## config.mk

```make
export PLATFORM = sky130hd
export DESIGN_NAME = instr_fetch
export DESIGN_NICKNAME = d
export VERILOG_FILES = /design/src/rtl/instr_fetch.sv
export SDC_FILE = /design/constraint.sdc
export NUM_CORES = 1
export LEC_CHECK = 0
export ABC_AREA = 1
export BUFFER_PORTS_ARGS = -buffer_cell sky130_fd_sc_hd__buf_2
export CORE_MARGIN = 2
export CORE_UTILIZATION = 54
export CTS_CLUSTER_DIAMETER = 60
export DETAILED_ROUTE_END_ITERATION = 10
export PLACE_DENSITY = 0.8
export SYNTH_ARGS = -nofsm -noshare
export SYNTH_HDL_FRONTEND = slang
export SYNTH_SLANG_ARGS = --single-unit
```

## constraint.sdc

```tcl
create_clock -name clk -period 3.7 [get_ports clk]
set_clock_uncertainty 0.15 [all_clocks]
set_input_delay 0.185 -clock clk [delete_from_list [all_inputs] [get_ports clk]]
set_output_delay 0.185 -clock clk [all_outputs]
set_load 0.01 [all_outputs]
```

## src/rtl/instr_fetch.sv

```systemverilog
// Instruction fetch: owns the PC, fetches words over imem req/ack into a QDEPTH-entry queue.
// Ack at N -> instr_valid at N+1; fetching pauses when the queue is full; a decoder redirect flushes the queue.
module instr_fetch #(
  parameter logic [31:0] RESET_PC = 32'h0000_0000,
  parameter int          QDEPTH   = 2
) (
  input  logic        clk,
  input  logic        rst_n,
  output logic        imem_req,
  output logic [31:0] imem_addr,
  input  logic        imem_ack,
  input  logic [31:0] imem_rdata,
  output logic [31:0] instr_out,
  output logic [31:0] instr_pc,
  output logic        instr_valid,
  input  logic        instr_ready,
  input  logic        jump,
  input  logic        branch,
  input  logic        aluZero
);

  localparam int AW = $clog2(QDEPTH);
  localparam int CW = AW + 1;
  localparam logic [CW-1:0] QFULL = CW'(QDEPTH);

  typedef enum logic [1:0] {IDLE, WAIT, DROP} state_t;

  state_t        state;
  logic [31:0]   fetch_pc;
  logic [31:0]   req_addr;
  logic [31:0]   q_instr [QDEPTH];
  logic [31:0]   q_pc    [QDEPTH];
  logic [AW-1:0] head;
  logic [AW-1:0] tail;
  logic [CW-1:0] count;

  logic          pop;
  logic          push;
  logic          redirect;
  logic [31:0]   pc_plus4;
  logic [31:0]   jump_tgt;
  logic [31:0]   br_tgt;
  logic [31:0]   target;
  logic [CW-1:0] count_pop;
  logic [CW-1:0] count_nxt;

  assign instr_valid = (count != '0);
  assign instr_out   = q_instr[head];
  assign instr_pc    = q_pc[head];
  assign imem_req    = (state != IDLE);
  assign imem_addr   = req_addr;

  assign pop       = instr_valid & instr_ready;
  assign pc_plus4  = instr_pc + 32'd4;
  assign jump_tgt  = {pc_plus4[31:28], instr_out[25:0], 2'b00};
  assign br_tgt    = pc_plus4 + {{14{instr_out[15]}}, instr_out[15:0], 2'b00};
  assign target    = jump ? jump_tgt : br_tgt;
  assign redirect  = pop & (jump | (branch & aluZero));
  // A word arriving in the same cycle as a redirect belongs to the abandoned path.
  assign push      = (state == WAIT) & imem_ack & ~redirect;
  assign count_pop = count - CW'(pop);
  assign count_nxt = count_pop + CW'(push);

  // req_addr tracks the outstanding request; fetch_pc may already hold a redirect target.
  always_ff @(posedge clk or negedge rst_n) begin
    if (!rst_n) begin
      state    <= IDLE;
      fetch_pc <= RESET_PC;
      req_addr <= RESET_PC;
    end else begin
      case (state)
        IDLE: begin
          if (redirect) begin
            fetch_pc <= target;
            req_addr <= target;
            state    <= WAIT;
          end else if (count_pop < QFULL) begin
            req_addr <= fetch_pc;
            state    <= WAIT;
          end
        end
        WAIT: begin
          if (redirect) begin
            fetch_pc <= target;
            if (imem_ack) begin
              req_addr <= target;
              state    <= WAIT;
            end else begin
              state    <= DROP;
            end
          end else if (imem_ack) begin
            fetch_pc <= fetch_pc + 32'd4;
            req_addr <= fetch_pc + 32'd4;
            state    <= (count_nxt < QFULL) ? WAIT : IDLE;
          end
        end
        DROP: begin
          if (redirect) begin
            fetch_pc <= target;
          end
          if (imem_ack) begin
            req_addr <= redirect ? target : fetch_pc;
            state    <= WAIT;
          end
        end
        default: state <= IDLE;
      endcase
    end
  end

  always_ff @(posedge clk or negedge rst_n) begin
    if (!rst_n) begin
      head  <= '0;
      tail  <= '0;
      count <= '0;
      for (int i = 0; i < QDEPTH; i++) begin
        q_instr[i] <= '0;
        q_pc[i]    <= '0;
      end
    end else if (redirect) begin
      head  <= '0;
      tail  <= '0;
      count <= '0;
    end else begin
      if (push) begin
        q_instr[tail] <= imem_rdata;
        q_pc[tail]    <= fetch_pc;
        tail          <= tail + AW'(1);
      end
      if (pop) begin
        head <= head + AW'(1);
      end
      count <= count_nxt;
    end
  end

endmodule

```

==> impl_metrics.yaml <==
status:
  outcome: "finished, violations left"
  violations: "setup timing"
critical_path:
  slowest_delay_ps: 500
  worst_path_max_delay_cell: "dfrtp_2"
  end_kind: "flop"
  cpMostUsedCell: "nand2_1"
  cp.depth: 25
  crit_end: "fetch_pc[28]$_DFFE_PN0P_"
  start_kind: "flop"
  reg2reg_depth: 25
  reg2reg_slack_ps: -320
  crit_fanout: 6
  startpoint: "head$_DFFE_PN0P_"
  worstSetupPathType: "reg2reg"
  path_buf_inv: 5
  path_delay_family: "simple AND/OR/NAND/NOR gates"
  arrival_ps: 4160
  reg2reg_from: "head$_DFFE_PN0P_"
  reg2reg_to: "fetch_pc[28]$_DFFE_PN0P_"
  required_ps: 3840
timing:
  fin_tns_setup_ps: -4980
  fmax_ghz: 0.249
  worst_slew_pin_slew_ps: 1160
  rsz0062_at_grt: "yes"
  relSlewSlack: 0.226
  min_period_over_period: 1.09
  setup_violations: 33
  fin_ws_ps: -320
  hold_viol_final: 0
  period_minus_slack_ps: 4020
  report.final.slew_viol_count: 0
power_and_ir_drop:
  peakVddDrop_uv: 630
  seqPwrFrac: 0.203
  p_leak_nw: 8.76
  p_per_area_nw_per_um2: 1100
  internal_power_mw: 9.51
  p_sw_frac: 0.502
  p_sw_mw: 9.59
  power_frac_comb: 0.696
  p_clk_frac: 0.101
placed_design:
  port_buffers: 136
  place_hpwl_um: 30800
  placed_area_um2: 15200
  gp_routability_congestion: 0.945
routing:
  ant_nets: 0
  dr.first_iter.drc_count: 1577
  vias: 14400
  routed_wl_um: 46100
  wl_per_cell_um: 18.6
  viasPerCell: 5.80
  dr.pass1.iters: 6
  drc: 0
floorplan:
  dieWidth_um: 159
  dieArea_um2: 25200
  die_h_um: 159
  start_util: 0.550
  core_um2: 23500
  ios: 137
  row_count: 56
synth:
  yosysUniqueCellTypes: 49
  syn-num-nets: 1895
  ys_ff_latch: 198
  syn_area_um2: 12900
  syn_area_per_cell_um2: 7.11
  ys_seq_area_frac: 0.384
  syn-instance-count: 1817
  yosys_warnings: 0
global_route:
  grt_antenna_before_repair: 0
  grt.overflow.total: 0
  met2_usage: 0.578
  grt_pass1_wl_um: 68900
  grt_busiest_layer: "met2"
  grt_max_degree: 88
  grt_use_met3: 0.0563
  gr-usage-met1: 0.466
  grt_pass1_vias: 13300
  grt_util_all_layers: 0.356
clock_network:
  cts_buffer_depth: 2
  h-tree-depth: 4
  cts_made_buffers: 17
  cts_tree: "yes"
  clkSinkCount: 198
  cts_root_buffer: "clkbuf_16"
  clk_latency_ps: 450
  clkTransAtPathRegs_ps: 80
layout:
  diodes: 0
  drive_gt1_frac: 0.296
  final_cell_area_um2: 17300
  syn_to_final_growth_pct: 34.1
  nNetsFinal: 2231
flow_run:
  cap_viol_max_count: 0
min_path:
  min_path_type: "in2reg"
## cell usage in the layout (no fill, tap or decap), types with 5 or more instances in the layout
cell and count:
dlygate4sd3_1 34, o21ai_4 5, ha_1 26, a21oi_2 17, clkbuf_16 18, ha_4 11, inv_1 134, nor2_2 26
a31oi_1 24, nand4_1 12, buf_2 135, buf_4 208, a21oi_1 28, o211ai_1 29, nand3_2 17, nor3_2 5
nand3_1 66, buf_12 7, inv_2 11, nor2_4 16, nor2_1 86, buf_6 9, o21ai_1 36, nor3_4 6
or2_2 6, o21ai_0 191, nor3_1 13, nand2_1 580, nand2_2 71, xor2_1 35, nand2_4 17, o21ai_2 10
dfrtp_1 197
## worst register-to-register path, delay by kind of cell, from the launching register on
family,cells,cell delay (ps)
xor+xnor,1,170
compound gates,2,170
buf+inv,5,610
fa+ha+maj,1,390
simple gates,16,1880
flops,1,500
## how the worst min path moves through the flow
stage                start                endpoint  slack, ps  cells after the start
4_1_cts        instr_ready        head$_DFFE_PN0P_         70                      4
5_1_grt        instr_ready        head$_DFFE_PN0P_        100                      4
6_report       instr_ready        head$_DFFE_PN0P_         90                      4
2_1_floorplan        rst_n      count[0]$_DFF_PN0_       -260                      0
3_5_place_dp         rst_n  q_instr[7]$_DFFE_PN0P_        110                      1
3_3_place_gp         rst_n  q_instr[7]$_DFFE_PN0P_        110                      1
## per-stage QoR
| step | utilization | instances | setup WS (ps) | power, mW | hold WS [ps] |
|---|---|---|---|---|---|
| final | 0.738 | 2484 | -320 | 19.1 | 93.8 |
| after floorplan | - | 1817 | 9.35 | 10.3 | -261 |
| after global routing | 0.738 | 2484 | -472 | 20.4 | 101 |
| after CTS | 0.715 | 2477 | -158 | 17.8 | 67.2 |
| after detailed placement | 0.648 | 2394 | -450 | 14.9 | 115 |
| after global placement | 0.648 | 2394 | -434 | 14.6 | 110 |
## per-layer routing
layer	share of wire	vias to the layer above
li1	-	6587
met1	0.39	6830
met2	0.47	834
met3	0.082	157
met4	0.058	0
met5	0	-
## kinds of logic after synthesis
group / synth area share
buffers and inverters: 0.0740
adder cells (fa/ha/maj): 0.0384
AND/OR/NAND/NOR: 0.313
XOR/XNOR: 0.0353
AO/OA/AOI/OAI: 0.156
flip-flops: 0.384
## sequential cells by signal (all words and copies together) (netlist names)
register / flops
fetch_pc: 32
q_pc: 64
q_instr: 64
head: 1
count: 2
state: 2
tail: 1
imem_addr: 32
## final cells by class
type,instances,area (um^2)
Multi-Input combinational cell,1392,7940
Clock buffer,17,425
Timing Repair Buffer,396,2870
Fill cell,1702,6160
Clock inverter,14,164
Sequential cell,198,4960
Inverter,148,563
Tap cell,319,399
## repair_timing
item / 4_1_cts / 5_1_grt
hold buffers: 34 / 0
pin swaps: 37 / 20
setup endpoints to repair: 45 / 50
endpoints found under the hold margin: 144 / 0
buffers inserted: 18 / 6
gates cloned: 0 / 1
gates resized for setup: 134 / 112
## power groups by stage
| stage | sequential [mW] | clock [mW] | combinational (mW) |
|---|---|---|---|
| global placement | 3.82 | 0 | 10.8 |
| detailed placement | 3.86 | 0 | 11.0 |
| global route | 3.97 | 2.02 | 14.4 |
| CTS | 3.83 | 1.93 | 12.0 |
| finish | 3.88 | 1.93 | 13.3 |
| floorplan | 3.77 | 0 | 6.52 |
## Yosys cell counts (all sizes together)
library cell,n,area (um^2)
a31oi,24,150
nor2,128,566
xnor2,11,96.3
o311ai,1,8.76
nand2,668,2670
o31ai,2,15.0
nand3b,3,22.5
o221ai,4,35.0
nor3b,1,12.5
a21boi,1,7.51
nand3,85,465
o21bai,4,30.0
o211ai,29,218
or2,7,43.8
a21oi,49,245
a211oi,2,15.0
o21a,2,15.0
dfrtp,198,4950
xor2,41,359
nand4,12,75.1
clkinv,2,7.51
clkbuf,48,180
o22a,2,17.5
ha,38,475
nor3,24,135
a21o,4,30.0
nor4,7,50.1
buf,31,213
fa,1,20.0
inv,146,556
o21ai,242,1230
Power figures use the tool's default switching activity.
